<file path="src/rtl/operand_sel_stage.sv">
// rtl/operand_sel_stage.sv - N-way operand select with valid/ready skid-buffered output register
// Optional sticky out-of-range select flag: define OPERAND_SEL_ERR_EN.
module operand_sel_stage #(
    parameter int WIDTH  = 32,
    parameter int NUM_IN = 4,
    localparam int SEL_W = (NUM_IN > 1) ? $clog2(NUM_IN) : 1
) (
    input  logic                      clk,
    input  logic                      reset,
    input  logic                      flush,
    input  logic                      in_valid,
    output logic                      in_ready,
    input  logic [NUM_IN*WIDTH-1:0]   d_flat,
    input  logic [SEL_W-1:0]          sel,
    output logic                      out_valid,
    input  logic                      out_ready,
    output logic [WIDTH-1:0]          y,
    output logic                      sel_err
);

    typedef enum logic [1:0] {
        EMPTY = 2'd0,
        FULL  = 2'd1,
        SKID  = 2'd2
    } state_t;

    state_t           state;
    logic [WIDTH-1:0] main_q;
    logic [WIDTH-1:0] skid_q;
    logic [WIDTH-1:0] sel_word;
    logic             accept;
    logic             deliver;

    // Only indices below NUM_IN can match, so out-of-range selects fall through to zero.
    always_comb begin
        sel_word = '0;
        for (int k = 0; k < NUM_IN; k++) begin
            if (int'(sel) == k) begin
                sel_word = d_flat[k*WIDTH +: WIDTH];
            end
        end
    end

    // in_ready depends on state alone, keeping out_ready off the upstream timing path.
    assign in_ready  = (state != SKID);
    assign out_valid = (state != EMPTY);
    assign y         = main_q;
    assign accept    = in_valid && in_ready && !flush;
    assign deliver   = out_valid && out_ready;

    always_ff @(posedge clk or posedge reset) begin
        if (reset) begin
            state  <= EMPTY;
            main_q <= '0;
            skid_q <= '0;
        end else if (flush) begin
            state <= EMPTY;
        end else begin
            case (state)
                EMPTY: begin
                    if (accept) begin
                        main_q <= sel_word;
                        state  <= FULL;
                    end
                end
                FULL: begin
                    if (accept && deliver) begin
                        main_q <= sel_word;
                    end else if (accept) begin
                        skid_q <= sel_word;
                        state  <= SKID;
                    end else if (deliver) begin
                        state <= EMPTY;
                    end
                end
                SKID: begin
                    if (deliver) begin
                        main_q <= skid_q;
                        state  <= FULL;
                    end
                end
                default: state <= EMPTY;
            endcase
        end
    end

`ifdef OPERAND_SEL_ERR_EN
    logic sel_err_q;

    always_ff @(posedge clk or posedge reset) begin
        if (reset) begin
            sel_err_q <= 1'b0;
        end else if (accept && (int'(sel) >= NUM_IN)) begin
            sel_err_q <= 1'b1;
        end
    end

    assign sel_err = sel_err_q;
`else
    assign sel_err = 1'b0;
`endif

endmodule

</file>
<file path="config.mk">
export PLATFORM = sky130hd
export DESIGN_NAME = operand_sel_stage
export DESIGN_NICKNAME = d
export VERILOG_FILES = /design/src/rtl/operand_sel_stage.sv
export SDC_FILE = /design/constraint.sdc
export NUM_CORES = 1
export LEC_CHECK = 0
export CAP_MARGIN = 5
export CORE_MARGIN = 2
export CORE_UTILIZATION = 48
export CTS_CLUSTER_DIAMETER = 50
export DETAILED_ROUTE_END_ITERATION = 10
export PLACE_DENSITY = 0.91
export SETUP_SLACK_MARGIN = 0.5
export SLEW_MARGIN = 0
export SYNTH_ARGS = -nofsm -noshare
export SYNTH_HDL_FRONTEND = slang
export SYNTH_SLANG_ARGS = --single-unit
</file>
<file path="constraint.sdc">
create_clock -name clk -period 7.33 [get_ports clk]
set_clock_uncertainty 0.1 [all_clocks]
set_input_delay 2.199 -clock clk [delete_from_list [all_inputs] [get_ports clk]]
set_output_delay 2.199 -clock clk [all_outputs]
set_load 0.01 [all_outputs]
</file>
### Yosys cells after proc, flatten, opt, wreduce, memory -nomap -nowiden

Index checks and enable logic that the tools add are counted.
Widths: inputs -> output; s select.

| cells by class | value |
|---|---|
| bitwise operators | 2 |
| equality and inequality tests | 13 |
| multiplexer cells | 15 |
| reduce and logical (&&, ||, !) cells | 12 |

Operator list:

| kind | number |
|---|---|
| $mux 32 | 7 |
| $pmux 32 s3 | 1 |
| $mux 2 | 6 |
| $ne 3x3->1 const B | 3 |
| $ne 2x2->1 const B | 4 |
| $reduce_and 4->1 | 2 |
| $eq 2x2->1 const B | 3 |
| $pmux 2 s3 | 1 |
| $reduce_and 5->1 | 1 |
| $eq 2x1->1 const B | 2 |
| $logic_and 1x1->1 | 4 |
| $logic_not 2->1 | 2 |
| $ne 4x4->1 const B | 1 |
| $reduce_bool 3->1 | 1 |
| $not 1->1 | 2 |
| $reduce_bool 2->1 | 1 |
| $logic_not 1->1 | 1 |

| storage, ports and cells | value |
|---|---|
| bits of input ports | 135 |
| output and inout bits | 35 |
| word-level logic and storage cells | 45 |
| register bits | 66 |

### Logic depth before layout (Yosys ltp)

Gate-level depths: netlist (run 1).

| logic depth | value |
|---|---|
| depth after elaboration | 7 |
| mapped depth | 7 |
| depth with buffers taken out | 5 |

### Worst setup path after synthesis (run 1)

Ideal clock, no wire load.

| path | value |
|---|---|
| kind | input to register |
| start | input port sel[0] |
| end | register main_q[0], in the netlist y[0] |
| path slack | 3892 ps |
| cell stages on the path | 5 |
| data required time | 7105 ps |
| data arrival time | 3213 ps |
| setup time | 125 ps |
| buffers on the path | 2 |
| cell sequence | buf_2 > buf_4 > mux2i_1 > o221ai_1 > mux2_4 |

| on the way | value |
|---|---|
| longest elaborated chain between the ends | 7 |
| elaborated cells on any way between the ends | 11 |
| classes of those cells | eq/ne (3); mux (7); reduce/logical (1) |

RTL lines:

| element | RTL line | RTL |
|---|---|---|
| start, declared | 14 | `input logic [SEL_W-1:0] sel,` |
| $logic_not 2->1 | 38 | `if (int'(sel) == k) begin` |
| $mux 32 (3 in series) | 38 |  |
| $mux 32 (*) | 38 |  |
| $mux 32 (on tied branches) | 67, 61 |  |
| $pmux 32 s3 (*) | 59 | `case (state)` |
| end signal, assigned | 62 | `main_q <= sel_word;` |
| end signal, assigned | 68 | `main_q <= sel_word;` |
| end signal, assigned | 78 | `main_q <= skid_q;` |
| end, declared | 28 | `logic [WIDTH-1:0] main_q;` |

Mark *: on every way between the ends. The rest lies on a longest branch, timed or not. The select of a mux whose other input is x is not followed.
A chain may end at the register's enable or synchronous reset.

### Final worst setup path (run 1)

| path | value |
|---|---|
| start | register state[1] |
| end | output port in_ready |

| on the way | value |
|---|---|
| longest elaborated chain between the ends | 1 |

RTL lines:

| element | RTL line | RTL |
|---|---|---|
| start, declared | 27 | `state_t state;` |
| start signal, assigned | 53 | `state <= EMPTY;` |
| start signal, assigned | 57 | `state <= EMPTY;` |
| start signal, assigned | 63 | `state <= FULL;` |
| $ne 2x2->1 | 45 | `assign in_ready = (state != SKID);` |
| end, declared | 12 | `output logic in_ready,` |

No other way between the ends.

==> results of run 1 <==
==> cells by family (layout without fill, tap and decap cells) <==
family          Yosys count  in the layout  share of synthesized area
buf+inv                  63            221                     0.0825
flops                    66             66                      0.382
other cells               1              1                   0.000868
compound gates           37             37                     0.0747
mux                     160            160                      0.412
simple gates             44             44                     0.0478
==> layer usage <==
metal,global-route usage,share of wire
met4,0.0569,0.0099
met5,0,0
met2,0.401,0.50
met3,0.0617,0.066
met1,0.280,0.42
==> worst paths after layout <==
| path | to | slack, ns | depth (start not counted) |
|---|---|---|---|
| worst max-delay path | in_ready | 2.81 | 3 |
| worst min-delay path | y[7] | 0.41 | 1 |
| worst max register to register | y[6] | 4.94 | 5 |
| worst min register to register | y[7] | 0.41 | 1 |
| max in group asynchronous | y[13] | 4.24 | 3 |
| min in group asynchronous | y[16] | 2.32 | 3 |
==> cell type report <==
class,instances,area share
Sequential cell,66,0.270
Multi-Input combinational cell,242,0.379
Inverter,34,0.0212
Timing Repair Buffer,171,0.277
Clock buffer,11,0.0247
Tap cell,108,0.0221
Clock inverter,5,0.00613
==> state kept, by name (all words and copies together) (netlist names) <==
register and flops:
state 2, y 32, skid_q 32
==> synthesized netlist by cell type (all sizes together) <==
master  number  area [um^2]
dfrtp       66         1650
a21oi        3         26.3
nor3         1         5.00
nor2         1         3.75
inv         34          130
nand2       35          139
o22a         1         8.76
nor2b        2         17.5
nor3b        1         7.51
clkbuf       5         18.8
mux2        64          818
or2          1         6.26
conb         1         3.75
mux2i       96          961
buf         24          208
o21a         1         7.51
nand3b       1         7.51
o221ai      32          280
nand2b       2         20.0
==> power by group through the flow <==
stage	registers (mW)	clock network [mW]	logic (mW)
2_1_floorplan	0.539	0	0.214
5_1_grt	0.538	0.316	0.467
3_3_place_gp	0.526	0	0.416
3_5_place_dp	0.530	0	0.436
4_1_cts	0.526	0.296	0.436
6_report	0.527	0.290	0.431
==> run summary, run 1 <==
The flow ran to the end, and the final reports show no timing, DRC or antenna violations. The minimum clock period is 4.52 ns, and the hold slack is 0.414 ns. Combinational power share: 0.346. For the count of nets after finishing, the log shows 659. The min-delay analysis places its worst path in the category reg -> reg. CTS built an H-tree with a depth of 3. Final design utilization: 0.702.

The logs give 0 for the max-capacitance violation count and 637 for the final instance count without filler cells. Counting flops and latches in the post-synthesis netlist gives 66. The finished cells cover 0.00612 mm^2. Traced cell by cell, the critical path runs through nor2b_4 -> inv_4 -> clkdlybuf4s50_1.

The pre-antenna-repair detailed-routing pass consisted of 4 iterations. After clock tree synthesis, the repair step resized 0 gates. The number of hold buffers added after CTS was 0. For the share of total power in sequential cells, the log shows 0.422. The mapped netlist covers 0.00432 mm^2. Before CTS, the worst setup slack after placement is 2.97 ns. The detailed-route vias per instance is 5.47. The initial antenna violation count came out at 0. The starting density of the core came out at 0.495. Grouping stages by cell kind, the critical path spends the most delay in simple AND/OR/NAND/NOR gates.

Static timing analysis puts the maximum clock frequency at 0.221 GHz. The worst-case IR drop observed on VDD is 0.118 mV. From synthesis to final layout, the design area changed by 41.8%. The tools report the type of destination of the critical path as an output pin.

Post-CTS timing repair inserted 0 buffers for setup. Routability-driven placement finished with a final weighted congestion of 0.780. Fill cells in the final layout number 652.

STA puts the critical path data arrival time at 2.22 ns. CTS sink count: 66. The leading cell type in the layout, fill and taps excluded is clkdlybuf4s50_1. The number of setup violations in the final report was 0.

For the clock latency on the worst-skew pair, the log shows 0.34 ns. The origin of the critical flop-to-flop path was state[1]. The post-synthesis sequential area ratio was 0.382. Summed over all nets, the switching power comes to 0.370 mW. At the worst endpoint, the required time is 5.03 ns. The run gives 0.229 as the global routing usage summed across all routing layers. The total area of sequential cells was 0.00165 mm^2.

For the final max-slew violation count, the log shows 0. After floorplanning, the core was sized to cover 0.00872 mm^2. The number of warning messages in the yosys log is 0. In the routed design, unresolved DRC markers number 0.

The tools report the overall power consumption as 1.25 mW. The post-route fraction of the period consumed by the critical path came out at 0.616. The number of I/O pins was 170. The fraction of final layout cells with drive strength greater than 1 is 0.178. The number of different library cells used by synthesis comes to 26. The routed wire length per instance is 17.4 um, and the number of DRC violations after detailed-routing iteration 0 is 82. Detailed placement ended at an HPWL of 7.72 mm. The startpoint class of the critical path is a register. Summed over all cells, the static leakage comes to 2.64 nW. In this run the core area contains 34 standard-cell rows.

Detailed-route via count: 3,487. Clock power share: 0.232. The fraction of power spent switching nets works out to 0.296.

In this run the remaining antenna-violating nets after routing total 0. The run gives 3,760 as the via count of the first global-routing pass. The horizontal die dimension was 98.9 um. Summing all placed instances gives a cell area of 0.00594 mm^2.

Clock transition at the registers of the reported paths: 0.08 ns. The count of inserted antenna diode cells was 0; the multi-input logic area was 0.00232 mm^2. For the overflow left after global routing, the log shows 0.

The top cell types in the final layout, fill and taps aside, are clkdlybuf4s50_1 (166), mux2i_1 (96), dfrtp_1 (66), mux2_2 (38), nand2_1 (34). TritonCTS created 9 clock buffers. The average instance area after synthesis works out to 11.6 um^2. The total buffers and inverters traversed by the critical path was 2; the post-layout worst setup margin was 2.81 ns. The startpoint identified for the worst hold timing path is y[7]. The y dimension of the die came out at 98.9 um.

Of all nets on the critical path, the largest fanout is 34. Total count of hold-check failures in the final report: 0. During placement, the flow inserted port buffers numbering 168. The tools report the cell at the root of the clock tree as clkbuf_8. Among all stages on the critical path, the largest delay is contributed by nor2b_4. The clock passes through at most 2 buffers. TritonCTS built the clock tree. The pin slew with the least headroom to its limit was 1.05 ns; the sum of negative setup slack was 0 ns. The total placed cells including tap cells was 621.

The largest incremental delay on the critical path works out to 0.79 ns. Setup repair after global routing left no endpoint under its margin. Internal power comes to 0.878 mW. Synthesis produced a netlist whose cell count is 371. The worst slew slack as a fraction of its limit is 0.300. The routed design has 11.1 mm of wire. The floorplan step defined a die boundary enclosing 0.00978 mm^2. Tracing the worst setup path back leads to its startpoint at state[1]. The worst setup path is of the reg -> out kind. For the net count after synthesis, the log shows 506. Entering global routing, the biggest net connects 67 pins.

Power per cell area: 204 mW/mm^2. Global-route wire length before repair: 18.2 mm.
Power figures use the tool's default switching activity.
==> run 2, diff against run 1 <==
--- a/config.mk
+++ b/config.mk
@@ -7,10 +7,10 @@
 export LEC_CHECK = 0
 export CAP_MARGIN = 5
 export CORE_MARGIN = 2
-export CORE_UTILIZATION = 48
+export CORE_UTILIZATION = 44
 export CTS_CLUSTER_DIAMETER = 50
 export DETAILED_ROUTE_END_ITERATION = 10
-export PLACE_DENSITY = 0.91
+export PLACE_DENSITY = 0.85
 export SETUP_SLACK_MARGIN = 0.5
 export SLEW_MARGIN = 0
 export SYNTH_ARGS = -nofsm -noshare
==> constraint.sdc (replaced) <==
create_clock -name clk -period 4.75 [get_ports clk]
set_clock_uncertainty 0.1 [all_clocks]
set_input_delay 1.425 -clock clk [delete_from_list [all_inputs] [get_ports clk]]
set_output_delay 1.425 -clock clk [all_outputs]
set_load 0.01 [all_outputs]
==> run 2 against run 1 <==
Global-route usage is 0.96 points lower. Final area rose by 1.1%. Final cell count up 4.2%. Worst setup slack lost 1.3 ns. Via count increased by 1.0%. Sequential cell count stayed put. Total power grew 61%. Register-to-register slack worse by 2.2 ns. Sequential share of layout area fell by 0.31 points. Critical endpoint is now y[6]. Largest cell class unchanged. Largest power group unchanged.
==> run summary, run 2 (same netlist as run 1, synthesis figures left out) <==
Final routed DRC violation total: 0. The number of buffers inserted by post-CTS setup repair is 0. Summed over all layers, the routed wires come to 11.5 mm.

The post-route fraction of the period consumed by the critical path came out at 0.685. The kind of cell with the highest combined delay along the critical path is buffers and inverters. The tools report the max-capacitance violation count as 0. Leaving out fill and tap cells, the most frequent cells in the layout are clkdlybuf4s50_1 (166), mux2i_1 (96), dfrtp_1 (66), mux2_2 (38), nand2_1 (34). The origin of the critical flop-to-flop path was state[1]. In this run the worst hold path is classified as reg -> reg. The count of inserted antenna diode cells is 0. The number of rows in the core area came out at 36. Cell at the root of the clock tree: clkbuf_8. The first TritonRoute pass finished after 4 iterations.

For the worst slew slack as a fraction of its limit, the log shows 0.299. The run finished with clean final reports. For the detailed-route via count, the log shows 3,523. The critical path contains buffers and inverters numbering 2 combined. Library cell contributing the largest single delay on the critical path: clkdlybuf4s50_1. The number of setup violations in the final report is 0. The starting density of the core came out at 0.448.

The critical path in this run is classified as in -> reg. Of all nets on the critical path, the largest fanout is 32. The tools report the total of hold buffers inserted after clock tree synthesis as 0. Y dimension of the die: 103 um. The total overflow left after global routing is 0.

In this run the tool buffered the top-level ports with 168 buffer cells. The run gives 9 as the CTS buffer count. Type of destination of the critical path: a register. Setup repair after global routing left no endpoint under its margin.

Final max-slew violation count: 0. Relative to the synthesized area, the layout overhead comes to 43.4%. For the pin with the worst max-slew slack, the measured transition is 1.05 ns.

Setup slack on the critical path of the routed design comes to 1.50 ns. Entering global routing, the biggest net connects 65 pins. At the later pin of the worst-skew pair, clock insertion delay measures 0.33 ns. Dividing the detail-routed via count by the number of cells gives 5.31. The clock drives 66 sinks. The clock passes through at most 2 buffers. The filler cells instantiated in the layout total 805. The data arrival at the endpoint of the critical path came out at 3.37 ns. Derived from the worst setup path, the maximum achievable clock frequency is 0.307 GHz. TritonCTS built the clock tree. The die covers 0.0106 mm^2.

Measured along the x axis, the die boundary spans 103 um. The critical path starts at out_ready. Walking the worst path, the cells encountered are clkdlybuf4s50_1 -> nand2b_1 -> nand2_1 -> a21oi_4 -> buf_4 -> mux2_2.

The leakage power total was 2.66 nW. Clock-pin slew was measured on the worst setup and hold paths at 0.07 ns. The hold slack is 0.411 ns, and the number of DRC violations after detailed-routing iteration 0 is 125. VDD sags by at most 0.154 mV. At the placement stage, the worst setup path has a slack of 1.15 ns.

The tools report the via count of the first global-routing pass as 3,801. Global-route wire length before repair: 18.0 mm. The global routing usage summed across all routing layers is 0.219. For this run, the post-layout net count is 661.

The H-tree generated during clock tree synthesis spans 3 levels. The number of I/O pins is 170, and the worst endpoint required time is 4.87 ns. In this run, post-CTS repair resized a total of 0 instances. The floorplan step defined a core boundary enclosing 0.00964 mm^2. The congestion estimate from routability-driven global placement came to 0.790. Once detail routing completed, the nets flagged for antenna violations numbered 0. The logs give 0 for the initial antenna violation count and 0 for the total count of hold-check failures in the final report. Dividing the detail-routed wire length by the instance count gives 17.4 um. The power per cell area works out to 324 mW/mm^2. The largest incremental delay on the critical path works out to 0.55 ns. Detailed placement ended at an HPWL of 8.39 mm. In the final timing run, aggregate negative setup slack is 0 ns. The minimum clock period came out at 3.25 ns. STA classifies the critical path startpoint as an input pin. The fraction of final layout cells with drive strength greater than 1 is 0.173. The startpoint of the lowest-slack hold path was y[3].

Leading cell type in the layout, fill and taps excluded: clkdlybuf4s50_1.
run 2: cell types whose count changed in the layout (fill, tap and decap cells not counted):
| cell | before | now |
|---|---|---|
| inv_6 | 1 | 0 |
| clkbuf_8 | 11 | 10 |
| clkinvlp_4 | 2 | 0 |
| buf_4 | 4 | 6 |
| clkinv_4 | 1 | 0 |
| clkinv_2 | 1 | 0 |
| clkbuf_1 | 0 | 4 |
| bufinv_16 | 0 | 2 |
run 2: where the power goes:
| part | total [mW] | internal, mW | switching, mW |
|---|---|---|---|
| sequential | 0.816 | 0.721 | 0.0950 |
| combinational | 0.670 | 0.416 | 0.254 |
| clock | 0.520 | 0.312 | 0.208 |
| total | 2.01 | 1.45 | 0.557 |
run 2: layout make-up:
class                           instances  area, um^2  area share
Clock inverter                          2        60.1     0.00970
Sequential cell                        66        1650       0.267
Multi-Input combinational cell        242        2320       0.375
Timing Repair Buffer                  173        1710       0.276
Inverter                               34         130      0.0210
Tap cell                              133         166      0.0269
Clock buffer                           14         153      0.0246
run 2: metal layers:
metal | GRT usage | wire (um) | up-vias
met1 | 0.249 | 4550 | 1728
met5 | 0 | 0 | -
met4 | 0.0972 | 283 | 0
met2 | 0.397 | 5790 | 137
li1 | - | - | 1635
met3 | 0.0447 | 903 | 23
run 2: final timing paths:
kind	slack, ns	depth (start not counted)	endpoint
max	1.50	6	y[6]
min	0.41	1	y[3]
max reg2reg	2.71	5	y[6]
min reg2reg	0.41	1	y[3]
max in group asynchronous	2.17	3	y[31]
min in group asynchronous	1.54	2	y[19]
run 2: worst reg2reg max path: stages (launching register included):
cell and delay, ns:
dfrtp_1 0.44, nor2b_2 0.20, nand2_1 0.11, a21oi_4 0.15, buf_4 0.49, mux2_2 0.44
run 2: per-stage QoR:
| stage | std cells | utilization | power, mW | area, um^2 |
|---|---|---|---|---|
| 2_1_floorplan | 371 | - | 1.16 | 4320 |
| 3_3_place_gp | 648 | 0.621 | 1.46 | 5980 |
| 3_5_place_dp | 648 | 0.621 | 1.50 | 5980 |
| 4_1_cts | 664 | 0.643 | 2.02 | 6190 |
| 5_1_grt | 664 | 0.643 | 2.11 | 6190 |
| 6_report | 664 | 0.643 | 2.01 | 6190 |
==> run 3, diff against run 2 <==
--- a/config.mk
+++ b/config.mk
@@ -7,10 +7,10 @@
 export LEC_CHECK = 0
 export CAP_MARGIN = 5
 export CORE_MARGIN = 2
-export CORE_UTILIZATION = 44
+export CORE_UTILIZATION = 40
 export CTS_CLUSTER_DIAMETER = 50
 export DETAILED_ROUTE_END_ITERATION = 10
-export PLACE_DENSITY = 0.85
+export PLACE_DENSITY = 0.81
 export SETUP_SLACK_MARGIN = 0.5
 export SLEW_MARGIN = 0
 export SYNTH_ARGS = -nofsm -noshare
==> constraint.sdc (replaced) <==
create_clock -name clk -period 2.6 [get_ports clk]
set_clock_uncertainty 0.1 [all_clocks]
set_input_delay 0.78 -clock clk [delete_from_list [all_inputs] [get_ports clk]]
set_output_delay 0.78 -clock clk [all_outputs]
set_load 0.01 [all_outputs]
==> run 3 against run 2 <==
Core utilization is 2.5 points lower. Clock-buffer cell count fell by 3. First-iteration DRC count decreased by 6.4%. Combinational power increased by 78%. Sequential power rose by 81%. Global-route usage decreased by 1.4 points. Largest cell class unchanged.
==> run summary, run 3 (same netlist as run 1, synthesis figures left out) <==
The reg2reg setup slack was 0.67 ns. Detailed-route via count: 3,552. With fillers left out, the area of the finished cells amounts to 0.00644 mm^2. The largest net degree at the start of global routing was 67; the final max-slew violation count was 0.

The run gives 3,850 as the via count of the first global-routing pass. The global routing usage summed across all routing layers came out at 0.206. The critical path goes through clkdlybuf4s15_1 -> nor2b_4 -> nand2_2 -> a21oi_4 -> buf_6 -> bufbuf_16 -> mux2_4. The min-delay analysis places its worst path in the category reg -> reg. The floorplan has 37 rows.

The worst setup path is launched from an input pin. The tools report the number of DRC violations after detailed-routing iteration 0 as 117. The leading cell type in the layout, fill and taps excluded is clkdlybuf4s50_1.

Clock latency on the worst-skew pair, taken at its later pin, is 0.34 ns. Input and output buffers added on the ports amount to 168. The area growth from synthesis to layout works out to 49.0%. The tools report the type of destination of the critical path as a register.

The max-capacitance violation count is 0. The CTS buffer count was 9. The tools report the fill cell total of the finished layout as 838. Summing all placed instances gives a cell area of 0.00612 mm^2. Setup violations remaining at the end of the flow were counted as 0.

Summed over all cells, the static leakage comes to 2.87 nW. Excluding fillers, the count of instances in the completed layout stands at 684. Setup slack closes at 0.557 ns. Summed over all layers, the routed wires come to 11.6 mm. The maximum buffer depth of the clock tree was 2.

The worst setup path is of the in -> reg kind. In this run the clock root is driven by a clkbuf_8. The multi-input logic area is 0.00234 mm^2. The startpoint identified for the worst register-to-register timing path is state[0]. Measured along the x axis, the die boundary spans 108 um. The routed wire length per instance is 16.9 um, and the largest fanout on the critical path is 6. After clock tree synthesis, the clock-pin slew on the worst setup and hold paths is 0.08 ns. The number of I/O pins came out at 170.

The tools report the starting density of the core as 0.415. The HPWL after detailed placement was 8.17 mm. The tools report the origin of the worst setup path as in_valid. Static timing analysis puts the maximum clock frequency at 0.489 GHz. The total count of hold-check failures in the final report was 0; the total placed cells including tap cells was 660.

TritonCTS built the clock tree. The post-route fraction of the period consumed by the critical path was 0.786. The flow ran to the end, and the final reports show no timing, DRC or antenna violations. The top cell types in the final layout, fill and taps aside, are clkdlybuf4s50_1 (129), mux2i_1 (96), dfrtp_1 (65), mux2_2 (38). For this run, design rule violations remaining after detail routing come to 0. In this run the number of H-tree levels came out at 3.

The number of nets still failing antenna checks after routing is 0, and the path depth of the worst reg2reg path is 6. The first detailed-routing pass took 4 iterations. For this design, the sink count on the clock tree is 66. At the placement stage, the worst setup path has a slack of -0.00469 ns. For the worst setup path, the data required time is 2.72 ns.

Power spread over the standard cell area amounts to 564 mW/mm^2. The logs give 0 for the overflow left after global routing and 0.0116 mm^2 for the die area. The minimum clock period was 2.04 ns.

The fraction of final layout cells with drive strength greater than 1 was 0.212. The area inside the core boundary came out at 0.0104 mm^2. Setup repair after global routing left no endpoint under its margin. The congestion estimate from routability-driven global placement came to 0.760. The most critical setup path has its endpoint at y[1]. Using the TritonRoute via totals, the vias-per-cell ratio works out to 5.19. Data arrives at the worst endpoint at 2.16 ns. The largest single stage delay on the critical path is 0.30 ns. The tools report the total area of sequential cells as 0.00165 mm^2.

The slowest stage of the critical path is the mux2_4 cell. In this run the critical register-to-register path is captured at y[1]. The logs give 1 for the initial antenna violation count and 18.8 mm for the global-route wire length before repair.

The count of nets after finishing was 677. From bottom edge to top edge, the die measures 108 um. The worst IR drop on VDD is 0.317 mV.
==> run 3: cell types whose count changed in the layout (fill, tap and decap cells not counted), moves of 2 or more <==
| cell | before | now |
|---|---|---|
| clkinvlp_4 | 0 | 2 |
| buf_12 | 0 | 6 |
| clkbuf_1 | 4 | 1 |
| buf_4 | 6 | 13 |
| buf_6 | 0 | 2 |
| bufbuf_16 | 0 | 2 |
| clkdlybuf4s50_1 | 166 | 129 |
| clkinv_2 | 0 | 2 |
| dlygate4sd2_1 | 0 | 33 |
==> run 3: area by class of cell <==
class | count | area share
inverters | 34 | 0.0208
flip-flops and latches | 66 | 0.257
clock buffers | 11 | 0.0220
diodes | 1 | 0.000389
multi-input cells | 242 | 0.364
clock inverters | 5 | 0.0121
repair buffers | 189 | 0.298
well taps | 136 | 0.0264
==> run 3: metal layers <==
metal / share of wire / up-vias / track usage
met3: 0.058 / 15 / 0.0339
met4: 0.013 / 0 / 0.0696
met2: 0.51 / 122 / 0.363
met1: 0.42 / 1738 / 0.254
li1: - / 1677 / -
met5: 0 / - / 0
==> run 3: worst min-delay path by stage <==
stage	start	end	slack (ns)	depth (start not counted)
after global routing	y[11]	y[11]	0.42	1
after floorplan	skid_q[0]	skid_q[0]	0.39	2
after detailed placement	y[11]	y[11]	0.39	1
after CTS	y[11]	y[11]	0.41	1
after global placement	y[31]	y[31]	0.39	1
final	y[3]	y[3]	0.41	1
==> run 3: critical path: cells and delay by family <==
family                 cells  cell delay [ns]
AOI/OAI and AO/OA          1             0.19
buffers and inverters      3             0.63
muxes                      1             0.30
and+or+nand+nor            2             0.26
==> run 3: what timing repair did <==
action	CTS	global route
resized for setup	44	7
pin swaps	1	1
setup buffers	5	0
cloned	2	0
hold buffers	0	0
endpoints found under the setup margin	98	10
==> run 3: power breakdown <==
part | internal, mW | switching [mW]
Combinational | 0.712 | 0.475
Sequential | 1.32 | 0.164
Clock | 0.564 | 0.400
Total | 2.59 | 1.04
==> run 3: stage by stage <==
| stage | util | power [mW] | hold WS (ns) | TNS, ns |
|---|---|---|---|---|
| finish | 0.618 | 3.63 | 0.410 | 0 |
| global placement | 0.588 | 2.69 | 0.394 | 0 |
| detailed placement | 0.588 | 2.75 | 0.393 | -0.00600 |
| global route | 0.618 | 3.83 | 0.421 | 0 |
| CTS | 0.617 | 3.64 | 0.411 | 0 |
| floorplan | - | 2.12 | 0.394 | 0 |
